==> src/rtl/timer_cmp_irq.sv <==
// Multi-channel compare/interrupt unit with sticky status, overrun and priority-encoded int_id.
// Periodic auto-reload (prd registers, mode_periodic) is built only with TIMER_CMP_PERIODIC_EN.
module timer_cmp_irq #(
  parameter int unsigned CNT_W  = 64,
  parameter int unsigned NUM_CH = 4,
  parameter int unsigned ID_W   = (NUM_CH > 1) ? $clog2(NUM_CH) : 1
) (
  input  logic                    sys_clk,
  input  logic                    sys_rst_n,
  input  logic [CNT_W-1:0]        cnt_val,
  input  logic [NUM_CH-1:0]       cmp_we,
  input  logic [CNT_W-1:0]        cmp_wdata,
  input  logic [NUM_CH-1:0]       prd_we,
  input  logic [CNT_W-1:0]        prd_wdata,
  input  logic [NUM_CH-1:0]       mode_periodic,
  input  logic [NUM_CH-1:0]       int_en,
  input  logic [NUM_CH-1:0]       int_clr,
  output logic [NUM_CH*CNT_W-1:0] cmp_val,
  output logic [NUM_CH-1:0]       int_status,
  output logic [NUM_CH-1:0]       int_overrun,
  output logic                    tim_int,
  output logic [ID_W-1:0]         int_id
);

  logic [CNT_W-1:0]  cmp_q [NUM_CH];
  logic [CNT_W-1:0]  cmp_d [NUM_CH];
  logic [NUM_CH-1:0] match, evt, match_q;
  logic [NUM_CH-1:0] status_q, status_d, ovr_q, ovr_d;
  logic [NUM_CH-1:0] pending;

`ifdef TIMER_CMP_PERIODIC_EN
  logic [CNT_W-1:0] prd_q [NUM_CH];

  always_ff @(posedge sys_clk or negedge sys_rst_n) begin
    if (!sys_rst_n) begin
      for (int i = 0; i < NUM_CH; i++) prd_q[i] <= '0;
    end else begin
      for (int i = 0; i < NUM_CH; i++) begin
        if (prd_we[i]) prd_q[i] <= prd_wdata;
      end
    end
  end
`else
  logic unused_prd;
  assign unused_prd = ^{prd_we, prd_wdata, mode_periodic};
`endif

  always_comb begin
    match    = '0;
    evt      = '0;
    status_d = status_q;
    ovr_d    = ovr_q;
    for (int i = 0; i < NUM_CH; i++) begin
      match[i] = (cnt_val == cmp_q[i]);
      // Edge detect: a halted counter sitting on cmp raises a single event.
      evt[i]   = match[i] & ~match_q[i];

      if (evt[i])          status_d[i] = 1'b1;
      else if (int_clr[i]) status_d[i] = 1'b0;

      if (evt[i] & status_q[i] & ~int_clr[i]) ovr_d[i] = 1'b1;
      else if (int_clr[i])                    ovr_d[i] = 1'b0;

      cmp_d[i] = cmp_q[i];
      if (cmp_we[i]) begin
        cmp_d[i] = cmp_wdata;
`ifdef TIMER_CMP_PERIODIC_EN
      end else if (evt[i] & mode_periodic[i]) begin
        cmp_d[i] = cmp_q[i] + prd_q[i];
`endif
      end
    end
  end

  // match_q resets high so cnt_val == cmp == 0 after reset is not an event.
  always_ff @(posedge sys_clk or negedge sys_rst_n) begin
    if (!sys_rst_n) begin
      match_q  <= '1;
      status_q <= '0;
      ovr_q    <= '0;
      for (int i = 0; i < NUM_CH; i++) cmp_q[i] <= '0;
    end else begin
      match_q  <= match;
      status_q <= status_d;
      ovr_q    <= ovr_d;
      for (int i = 0; i < NUM_CH; i++) cmp_q[i] <= cmp_d[i];
    end
  end

  assign pending     = status_q & int_en;
  assign int_status  = status_q;
  assign int_overrun = ovr_q;
  assign tim_int     = |pending;

  always_comb begin
    int_id = '0;
    for (int i = NUM_CH - 1; i >= 0; i--) begin
      if (pending[i]) int_id = ID_W'(i);
    end
  end

  always_comb begin
    cmp_val = '0;
    for (int i = 0; i < NUM_CH; i++) cmp_val[i*CNT_W +: CNT_W] = cmp_q[i];
  end

endmodule

==> config.mk <==
export PLATFORM = sky130hd
export DESIGN_NAME = timer_cmp_irq
export DESIGN_NICKNAME = d
export VERILOG_FILES = /design/src/rtl/timer_cmp_irq.sv
export SDC_FILE = /design/constraint.sdc
export NUM_CORES = 1
export LEC_CHECK = 0
export ABC_AREA = 1
export ABC_CLOCK_PERIOD_IN_PS = 1400
export BUFFER_PORTS_ARGS = -buffer_cell sky130_fd_sc_hd__buf_2
export CORE_AREA = 4 4 186 188
export DETAILED_ROUTE_END_ITERATION = 7
export DIE_AREA = 0 0 190 192
export GPL_TIMING_DRIVEN = 0
export PLACE_DENSITY_LB_ADDON = 0.2
export SETUP_SLACK_MARGIN = 0.05
export SLEW_MARGIN = 20
export SYNTH_ARGS = -nofsm -noshare
export SYNTH_HDL_FRONTEND = slang
export SYNTH_SLANG_ARGS = --single-unit
==> constraint.sdc <==
create_clock -name sys_clk -period 1.4 [get_ports sys_clk]
set_input_delay 0.28 -clock sys_clk [delete_from_list [all_inputs] [get_ports sys_clk]]
set_output_delay 0.28 -clock sys_clk [all_outputs]
set_load 0.03 [all_outputs]
==> results of run 1 <==
cells in the mapped netlist (all sizes together):
cell type  count
o21ai        142
dfstp          4
nor2         170
o21bai         1
buf           20
a21boi         1
nand3          5
nand4          4
nand2        658
mux2         116
and2           4
clkbuf        24
xor2         116
dfrtp        264
inv          189
through the flow:
stage	power, mW	setup WS [ns]
2_1_floorplan	12.4	0.0141
3_3_place_gp	14.4	-5.10
3_5_place_dp	14.5	-0.303
4_1_cts	23.8	-0.476
5_1_grt	25.1	-0.493
6_report	24.1	-0.470
worst min path at each step:
stage                           endpoint  slack, ns  cells past startpoint
after floorplan               cmp_val[0]      -0.02                      0
final                       cmp_val[206]       0.03                      2
after CTS                   cmp_val[206]      0.002                      2
after global placement    int_overrun[3]       0.46                      2
after detailed placement    cmp_val[225]       0.22                      1
after global routing        cmp_val[206]       0.03                      2
area by class of cell:
| class | instances | share of cell area |
|---|---|---|
| antenna | 3 | 0.000357 |
| buffer | 44 | 0.00904 |
| clock buffer | 44 | 0.0430 |
| clock inverter | 10 | 0.00369 |
| inverter | 189 | 0.0337 |
| multi-input combinational | 1217 | 0.312 |
| sequential | 268 | 0.320 |
| tap | 448 | 0.0266 |
| timing repair buffer | 563 | 0.252 |
flip-flops by register name, summed over array words and instances, names as in the netlist:
name	count
int_status	4
cmp_val	256
int_overrun	4
match_q	4
per-layer routing:
| layer | share of wire | track usage | wire length, um | up-vias |
|---|---|---|---|---|
| met5 | 0.00053 | 0 | 28 | - |
| met4 | 0.028 | 0.0785 | 1490 | 4 |
| met1 | 0.40 | 0.340 | 21100 | 6475 |
| li1 | - | - | - | 6486 |
| met3 | 0.076 | 0.0565 | 3950 | 94 |
| met2 | 0.49 | 0.479 | 25800 | 513 |
where the power goes:
part           total (mW)  switching, mW  leakage, nW  internal, mW
clock                7.90           3.28        0.491          4.62
combinational        6.91           3.94         7.04          2.97
sequential           9.27          0.807         3.20          8.46
total                24.1           8.03         10.7          16.0
layout by cell type (no fill, tap or decap), drive strengths merged, types with 5 or more instances in the layout:
cell         synthesis  routed
o21ai              142     142
buf                 20     515
clkbuf              24      68
dlygate4sd3          0      68
nand3                5       5
inv                189     189
mux2               116     116
clkinv               0       8
nand2              658     658
dfrtp              264     264
xor2               116     116
nor2               170     170
cells by family after synthesis:
logic type                Yosys count  synth area share
DFF                               268             0.484
and+or+nand+nor                   841             0.231
muxes                             116            0.0942
AOI/OAI and AO/OA                 144            0.0526
xor gates and xnor gates          116            0.0732
buffers and inverters             233            0.0649
repair_timing:
item	CTS	global route
resized for setup	578	124
pin swaps	21	64
setup endpoints to repair	279	279
hold buffers	68	0
setup buffers	38	51
endpoints found under the hold margin	300	0
==> results.sh, run 1 <==
export IMPL_outcome="finished, violations left"
export IMPL_violations="negative setup slack"
export IMPL_hold_viol_final=0
export IMPL_htreeDepth=1
export IMPL_fin_hold_ws_ns=0.0255
export IMPL_yosys_area_top_type="dfrtp_1"
export IMPL_dp_cells=2573
export IMPL_final_fill_count=2718
export IMPL_vias_per_cell=4.87
export IMPL_die_h_um=192
export IMPL_overflow=0
export IMPL_slew_violations=0
export IMPL_yosysWarnings=0
export IMPL_root_buffer="clkbuf_16"
export IMPL_grt_usage=0.272
export IMPL_setup_violations=222
export IMPL_drive_gt1_frac=0.355
export IMPL_boundaryPins=481
export IMPL_r2r_start="cmp_val[145]"
export IMPL_hpwl_um=36300
export IMPL_cts_tree="built"
export IMPL_synth_nets=1932
export IMPL_nNetsFinal=2528
export IMPL_clk_latency_ns=0.57
export IMPL_cp_required_ns=1.12
export IMPL_crit_path_end_kind="primary output"
export IMPL_synthTopCellsByArea="dfrtp_1, nand2_1, mux2_2, xor2_1, o21ai_0"
export IMPL_utilization=0.635
export IMPL_rsz0062_at_grt="true"
export IMPL_clk_pin_slew_worst_paths_ns=0.06
export IMPL_crit_chain="nand2_1 > o21bai_4 > a21boi_2 > buf_6"
export IMPL_worst_path_stages=4
export IMPL_worst_path_largest_cell_delay_ns=0.39
export IMPL_period_needed_ns=1.87
export IMPL_p_per_area_nw_per_um2=1140
export IMPL_fmax_mhz=535
export IMPL_drc_errors=0
export IMPL_port_buffer_count=404
export IMPL_synth_area_per_cell_um2=8.07
export IMPL_tightest_slew_ns=0.790
export IMPL_crit_arrival_ns=1.59
export IMPL_area_growth_pct=51.7
export IMPL_grt_first_pass_wirelength_um=78100
export IMPL_relSlewSlack=0.474
export IMPL_yosysTopAreaCellShare=0.476
export IMPL_fin_setup_tns_ns=-9.18
export IMPL_wl_per_cell_um=18.8
export IMPL_wl_um=52300
export IMPL_regArea_um2=6720
export IMPL_synth_cells=1718
export IMPL_cp_slowest_cell="dfrtp_1"
export IMPL_min_from="cmp_wdata[14]"
export IMPL_synth_seq_cells=268
export IMPL_cts_sinks=268
export IMPL_gp_congestion=0.905
export IMPL_rr_worst_depth=10
export IMPL_r2r_end="int_overrun[2]"
export IMPL_ys_types=18
export IMPL_vias=13600
export IMPL_multi_input_area_um2=6570
export IMPL_worst_slack_ns=-0.470
export IMPL_dieArea_um2=36500
export IMPL_startpoint_type="flip-flop"
export IMPL_cp_endpoint="int_id[0]"
export IMPL_cp_startpoint="int_status[3]"
export IMPL_num_rows=67
export IMPL_ir_drop_mv=0.992
export IMPL_synth_cell_area_um2=13900
export IMPL_fin_crit_sh=1.34
export IMPL_reg2reg_setup_slack_ns=-0.13
export IMPL_grt_pass1_vias=13800
export IMPL_numCtsBuffers=31
export IMPL_antenna_found_initial=6
export IMPL_leakagePower_nw=10.7
export IMPL_drt_initial_drc_count=745
export IMPL_hold_class="in2reg"
export IMPL_die_w_um=190
export IMPL_grt_start_max_net_pins=94
export IMPL_drv_cap=0
export IMPL_clockBufferDepth=3
export IMPL_stdcell_area_um2=21000
export IMPL_postRouteAntennaNets=0
export IMPL_core_um2=33100
export IMPL_yosysSeqAreaShare=0.484
export IMPL_worst_path_buf_inv=1
export IMPL_placed_area_um2=16600
export IMPL_cp_max_fo=2
export IMPL_start_util=0.419
export IMPL_critPathTopFamily="flip-flops"
export IMPL_worstSetupPathType="reg2out"
export IMPL_firstDrtPassIters=5
export IMPL_fin_skew_ns=0.0103
export IMPL_fin_cells=2786
No activity file was read; power rests on OpenSTA's default activity.
==> inputs of run 2 (changes only) <==
--- a/config.mk
+++ b/config.mk
@@ -8,9 +8,10 @@
 export ABC_AREA = 1
 export ABC_CLOCK_PERIOD_IN_PS = 1400
 export BUFFER_PORTS_ARGS = -buffer_cell sky130_fd_sc_hd__buf_2
-export CORE_AREA = 4 4 186 188
+export CORE_AREA = 2 2 189 191
+export CTS_CLUSTER_DIAMETER = 30
 export DETAILED_ROUTE_END_ITERATION = 7
-export DIE_AREA = 0 0 190 192
+export DIE_AREA = 0 0 191 193
 export GPL_TIMING_DRIVEN = 0
 export PLACE_DENSITY_LB_ADDON = 0.2
 export SETUP_SLACK_MARGIN = 0.05
@@ -18,3 +19,4 @@
 export SYNTH_ARGS = -nofsm -noshare
 export SYNTH_HDL_FRONTEND = slang
 export SYNTH_SLANG_ARGS = --single-unit
+export TNS_END_PERCENT = 1
==> run 2 against run 1 <==
The flow still finishes with violations (negative setup slack). Flip-flop and latch count is the same. Count of clock-buffer cells in the layout grew 68. Utilization shrank 1.2 points. Die area grew 1.0%. Clock skew grew 0.0085 ns. Sequential share of layout area shrank 1.1 points. Critical path depth is the same. Non-clock buffer count shrank 79. Register-to-register slack gained 0.07 ns. Wire length shrank 0.45%. First-iteration DRC count shrank 8.5%. Critical endpoint unchanged.
==> results.sh, run 2 (synthesis gave the netlist of run 1 again) <==
export IMPL_outcome="finished, violations left"
export IMPL_violations="negative setup slack"
export IMPL_multi_input_area_um2=6430
export IMPL_grt_start_max_net_pins=88
export IMPL_clk_pin_slew_worst_paths_ns=0.04
export IMPL_relSlewSlack=0.473
export IMPL_cp_max_fo=2
export IMPL_startpoint_type="flip-flop"
export IMPL_largest_reg_flops=256
export IMPL_setup_violations=419
export IMPL_final_fill_count=2905
export IMPL_worst_path_buf_inv=1
export IMPL_drv_cap=0
export IMPL_core_um2=35000
export IMPL_gp_congestion=0.897
export IMPL_cp_slowest_cell="dfrtp_1"
export IMPL_fin_hold_ws_ns=0.0247
export IMPL_tightest_slew_ns=0.790
export IMPL_port_buffer_count=404
export IMPL_boundaryPins=481
export IMPL_vias_per_cell=4.79
export IMPL_wl_um=52100
export IMPL_hpwl_um=36300
export IMPL_die_w_um=191
export IMPL_grt_first_pass_wirelength_um=78000
export IMPL_nNetsFinal=2492
export IMPL_drive_gt1_frac=0.327
export IMPL_numCtsBuffers=74
export IMPL_slew_violations=0
export IMPL_worst_path_stages=4
export IMPL_clockBufferDepth=3
export IMPL_hold_class="in2reg"
export IMPL_num_rows=69
export IMPL_final_common_cell="nand2_1"
export IMPL_dieArea_um2=36900
export IMPL_start_util=0.397
export IMPL_grt_usage=0.280
export IMPL_final_cell_mix="nand2_1, buf_6, dfrtp_1"
export IMPL_fmax_mhz=549
export IMPL_critPathTopFamily="flip-flops"
export IMPL_cp_required_ns=1.12
export IMPL_area_growth_pct=57.2
export IMPL_dp_cells=2586
export IMPL_cts_tree="built"
export IMPL_hold_viol_final=0
export IMPL_crit_path_end_kind="primary output"
export IMPL_fin_skew_ns=0.0188
export IMPL_p_total_mw=33.1
export IMPL_period_needed_ns=1.82
export IMPL_root_buffer="clkbuf_16"
export IMPL_rr_worst_depth=8
export IMPL_die_h_um=193
export IMPL_postRouteAntennaNets=0
export IMPL_worst_path_largest_cell_delay_ns=0.38
export IMPL_hold_path_cell_count=2
export IMPL_cts_sinks=268
export IMPL_fin_crit_sh=1.30
export IMPL_regArea_um2=6720
export IMPL_drt_initial_drc_count=682
export IMPL_rsz0062_at_grt="true"
export IMPL_worstSetupPathType="reg2out"
export IMPL_ir_drop_mv=1.02
export IMPL_antenna_found_initial=9
export IMPL_vias=13400
export IMPL_worst_slack_ns=-0.422
export IMPL_crit_arrival_ns=1.54
export IMPL_clk_latency_ns=0.58
export IMPL_overflow=0
export IMPL_htreeDepth=3
export IMPL_fin_cells=2808
export IMPL_firstDrtPassIters=5
export IMPL_grt_pass1_vias=13800
export IMPL_drc_errors=0
export IMPL_leakagePower_nw=11.1
export IMPL_p_per_area_nw_per_um2=1520
export IMPL_utilization=0.624
export IMPL_wl_per_cell_um=18.6
export IMPL_crit_chain="nand2_2 > o21bai_4 > a21boi_2 > buf_6"
run 2: changes by cell type in the layout (fill, tap and decap cells not counted), sizes merged:
cell | before | now
buf | 515 | 435
clkbuf | 68 | 136
bufinv | 1 | 8
diode | 3 | 8
clkinv | 8 | 12
inv | 189 | 193
dlymetal6s4s | 0 | 1
run 2: routing by layer:
metal | up-vias | GRT usage | share of wire
met3 | 129 | 0.0766 | 0.076
met5 | - | 0 | 0.00025
li1 | 6463 | - | -
met1 | 6333 | 0.336 | 0.40
met2 | 521 | 0.467 | 0.48
met4 | 2 | 0.132 | 0.040
run 2: area by class of cell:
class                           instances  area share
Antenna cell                            8    0.000918
Buffer                                 44     0.00872
Clock buffer                          112       0.101
Clock inverter                         25      0.0189
Inverter                              189      0.0325
Multi-Input combinational cell       1217       0.295
Sequential cell                       268       0.308
Tap cell                              461      0.0265
Timing Repair Buffer                  484       0.208
run 2: power breakdown:
group	internal, mW	switching (mW)	total, mW
logic	2.64	3.76	6.40
registers	8.49	0.844	9.33
clock network	12.2	5.14	17.4
run 2: final timing paths:
kind | from | endpoint | slack [ns]
max in group asynchronous | sys_rst_n | cmp_val[128] | -0.11
setup / recovery | int_status[3] | int_id[0] | -0.42
min in group asynchronous | sys_rst_n | cmp_val[42] | 0.60
setup reg to reg | cmp_val[70] | int_overrun[1] | -0.06
hold / removal | cmp_wdata[11] | cmp_val[139] | 0.02
hold reg to reg | int_overrun[2] | int_overrun[2] | 0.51
run 2: repair_timing:
item                                   in CTS  in global routing
setup endpoints to repair                 279                446
pin swaps                                  20                 13
setup buffers                               3                  4
endpoints found under the hold margin     348                 28
hold buffers                               67                  3
gates cloned                                0                  0
resized for setup                         551                 44
run 2: per-stage QoR:
step                      instance area, um^2  setup TNS, ns  setup slack, ns
after floorplan                         13900              0           0.0141
after global routing                    21800         -51.83           -0.454
after detailed placement                16600         -16.43           -0.268
final                                   21800         -18.95           -0.422
after CTS                               21600         -13.21           -0.361
after global placement                  16500       -1379.97            -5.16
==> inputs of run 3 (changes only) <==
--- a/config.mk
+++ b/config.mk
@@ -8,11 +8,12 @@
 export ABC_AREA = 1
 export ABC_CLOCK_PERIOD_IN_PS = 1400
 export BUFFER_PORTS_ARGS = -buffer_cell sky130_fd_sc_hd__buf_2
-export CORE_AREA = 2 2 189 191
+export CELL_PAD_IN_SITES_DETAIL_PLACEMENT = 1
+export CELL_PAD_IN_SITES_GLOBAL_PLACEMENT = 2
+export CORE_AREA = 2 2 226 228
 export CTS_CLUSTER_DIAMETER = 30
 export DETAILED_ROUTE_END_ITERATION = 7
-export DIE_AREA = 0 0 191 193
-export GPL_TIMING_DRIVEN = 0
+export DIE_AREA = 0 0 228 230
 export PLACE_DENSITY_LB_ADDON = 0.2
 export SETUP_SLACK_MARGIN = 0.05
 export SLEW_MARGIN = 20
==> run 3 against run 2 <==
The flow still finishes with violations (negative setup slack). Total power is 8.2% higher. Flip-flop and latch count stayed put. Hold slack better by 0.091 ns. Sequential power is 0.4% lower. Global-route usage is 4.6 points lower. Combinational power is 23% higher. Die area is 42% higher. Sequential share of layout area is 3.7 points lower. Cell count is 15% higher. Fmax is 3.6% lower. Count of clock-buffer cells in the layout is 25 higher. Critical endpoint unchanged. Largest cell class is now buffers.
==> results.sh, run 3 (synthesis gave the netlist of run 1 again) <==
export IMPL_slew_violations=0
export IMPL_boundaryPins=481
export IMPL_rsz0062_at_grt="true"
export IMPL_clockBufferDepth=3
export IMPL_worst_path_largest_cell_delay_ns=0.42
export IMPL_violations="negative setup slack"
export IMPL_leakagePower_nw=12.6
export IMPL_drive_gt1_frac=0.393
export IMPL_die_w_um=228
export IMPL_fin_crit_sh=1.35
export IMPL_hpwl_um=43100
export IMPL_gp_congestion=0.805
export IMPL_numCtsBuffers=90
export IMPL_worstSetupPathType="reg2out"
export IMPL_grt_usage=0.234
export IMPL_setup_violations=279
export IMPL_nNetsFinal=2701
export IMPL_p_total_mw=35.8
export IMPL_wl_um=62200
export IMPL_tightest_slew_ns=0.480
export IMPL_period_needed_ns=1.89
export IMPL_core_um2=49900
export IMPL_ir_drop_mv=0.932
export IMPL_stdcell_area_um2=24700
export IMPL_final_common_cell="nand2_1"
export IMPL_worst_path_buf_inv=1
export IMPL_cp_max_fo=2
export IMPL_postRouteAntennaNets=0
export IMPL_crit_arrival_ns=1.61
export IMPL_vias_per_cell=4.43
export IMPL_dp_slack_ns=-0.432
export IMPL_routed_top_layer="met5"
export IMPL_combPwrFrac=0.220
export IMPL_htreeDepth=3
export IMPL_grt_pass1_vias=16200
export IMPL_dieArea_um2=52400
export IMPL_worst_slack_ns=-0.489
export IMPL_wl_per_cell_um=19.3
export IMPL_fin_cells=3232
export IMPL_relSlewSlack=0.680
export IMPL_cts_tree="built"
export IMPL_p_sw_frac=0.295
export IMPL_largest_reg_flops=256
export IMPL_internal_power_mw=25.2
export IMPL_start_util=0.278
export IMPL_clockPowerShare=0.521
export IMPL_antenna_found_initial=9
export IMPL_crit_chain="nand2_4 > o21bai_4 > a21boi_2 > buf_6"
export IMPL_area_growth_pct=78.4
export IMPL_fin_skew_ns=0.0159
export IMPL_num_rows=82
export IMPL_final_cell_mix="nand2_1, buf_6, dfrtp_1"
export IMPL_firstDrtPassIters=6
export IMPL_fin_hold_ws_ns=0.115
export IMPL_clk_pin_slew_worst_paths_ns=0.04
export IMPL_root_buffer="clkbuf_16"
export IMPL_power_switching_mw=10.6
export IMPL_met2_length_um=31100
export IMPL_vias=14300
export IMPL_utilization=0.496
export IMPL_cp_slowest_cell="dfrtp_2"
export IMPL_final_fill_count=5815
export IMPL_dp_cells=2994
export IMPL_cts_sinks=268
export IMPL_drt_initial_drc_count=491
export IMPL_wl_met3_um=3550
export IMPL_wl_met1_um=26000
export IMPL_drv_cap=0
export IMPL_fmax_mhz=529
export IMPL_p_per_area_nw_per_um2=1450
export IMPL_placed_area_um2=18700
export IMPL_fin_setup_tns_ns=-26.74
export IMPL_cp_required_ns=1.12
export IMPL_hold_class="in2reg"
export IMPL_grt_start_max_net_pins=42
export IMPL_outcome="finished, violations left"
export IMPL_grt_first_pass_wirelength_um=95200
export IMPL_overflow=0
export IMPL_drc_errors=0
export IMPL_clk_latency_ns=0.60
export IMPL_startpoint_type="flip-flop"
export IMPL_die_h_um=230
export IMPL_critPathTopFamily="flip-flops"
export IMPL_hold_viol_final=0
export IMPL_port_buffer_count=408
export IMPL_power_frac_seq=0.259
export IMPL_crit_path_end_kind="primary output"
## run 3: cell count changes in the layout (fill, tap and decap cells not counted), sizes merged
| cell | change |
|---|---|
| clkinv | +5 |
| dlymetal6s4s | -1 |
| diode | -2 |
| clkinvlp | -1 |
| bufinv | -7 |
| dlygate4sd3 | +1 |
| buf | +217 |
| clkbuf | +1 |
## run 3: metal layers
layer | up-vias | GRT usage
met5 | - | 0
met1 | 6961 | 0.282
met2 | 374 | 0.403
li1 | 6865 | -
met3 | 107 | 0.0616
met4 | 8 | 0.0782
## run 3: what timing repair did
item                       4_1_cts  5_1_grt
pin swaps                       15        9
resized for setup              707       47
setup buffers                    0        4
hold buffers                    69        0
hold endpoints to repair       511        0
setup endpoints to repair      279      279
## run 3: final cells by class
| type | instances | area [um^2] | share of cell area |
|---|---|---|---|
| diodes | 6 | 15.0 | 0.000607 |
| clock buffers | 137 | 2690 | 0.109 |
| clock inverters | 22 | 173 | 0.00698 |
| inverters | 189 | 709 | 0.0287 |
| multi-input cells | 1217 | 6460 | 0.261 |
| flip-flops and latches | 268 | 6720 | 0.272 |
| well taps | 672 | 841 | 0.0340 |
| repair buffers | 721 | 7130 | 0.288 |
## run 3: path summary, 6_finish.rpt
kind / from / to / slack (ns) / cells after the start
max in group asynchronous: sys_rst_n / match_q[2] / 0.56 / 3
min in group asynchronous: sys_rst_n / cmp_val[98] / 0.20 / 2
setup reg to reg: cmp_val[70] / int_overrun[1] / -0.17 / 9
hold / removal: cmp_we[0] / cmp_val[17] / 0.12 / 3
hold reg to reg: int_overrun[0] / int_overrun[0] / 0.52 / 2
setup / recovery: int_status[3] / int_id[0] / -0.49 / 4
## run 3: worst min-delay path: stages
cell	delay (ns)
buf_4	0.12
buf_12	0.16
o21ai_0	0.10
## run 3: power groups by stage
stage	Sequential, mW	Combinational [mW]	Clock, mW
4_1_cts	9.25	7.78	19.0
6_report	9.29	7.87	18.7
3_3_place_gp	9.17	6.29	0
5_1_grt	9.38	8.44	19.5
2_1_floorplan	10.5	1.86	0
3_5_place_dp	9.20	6.37	0
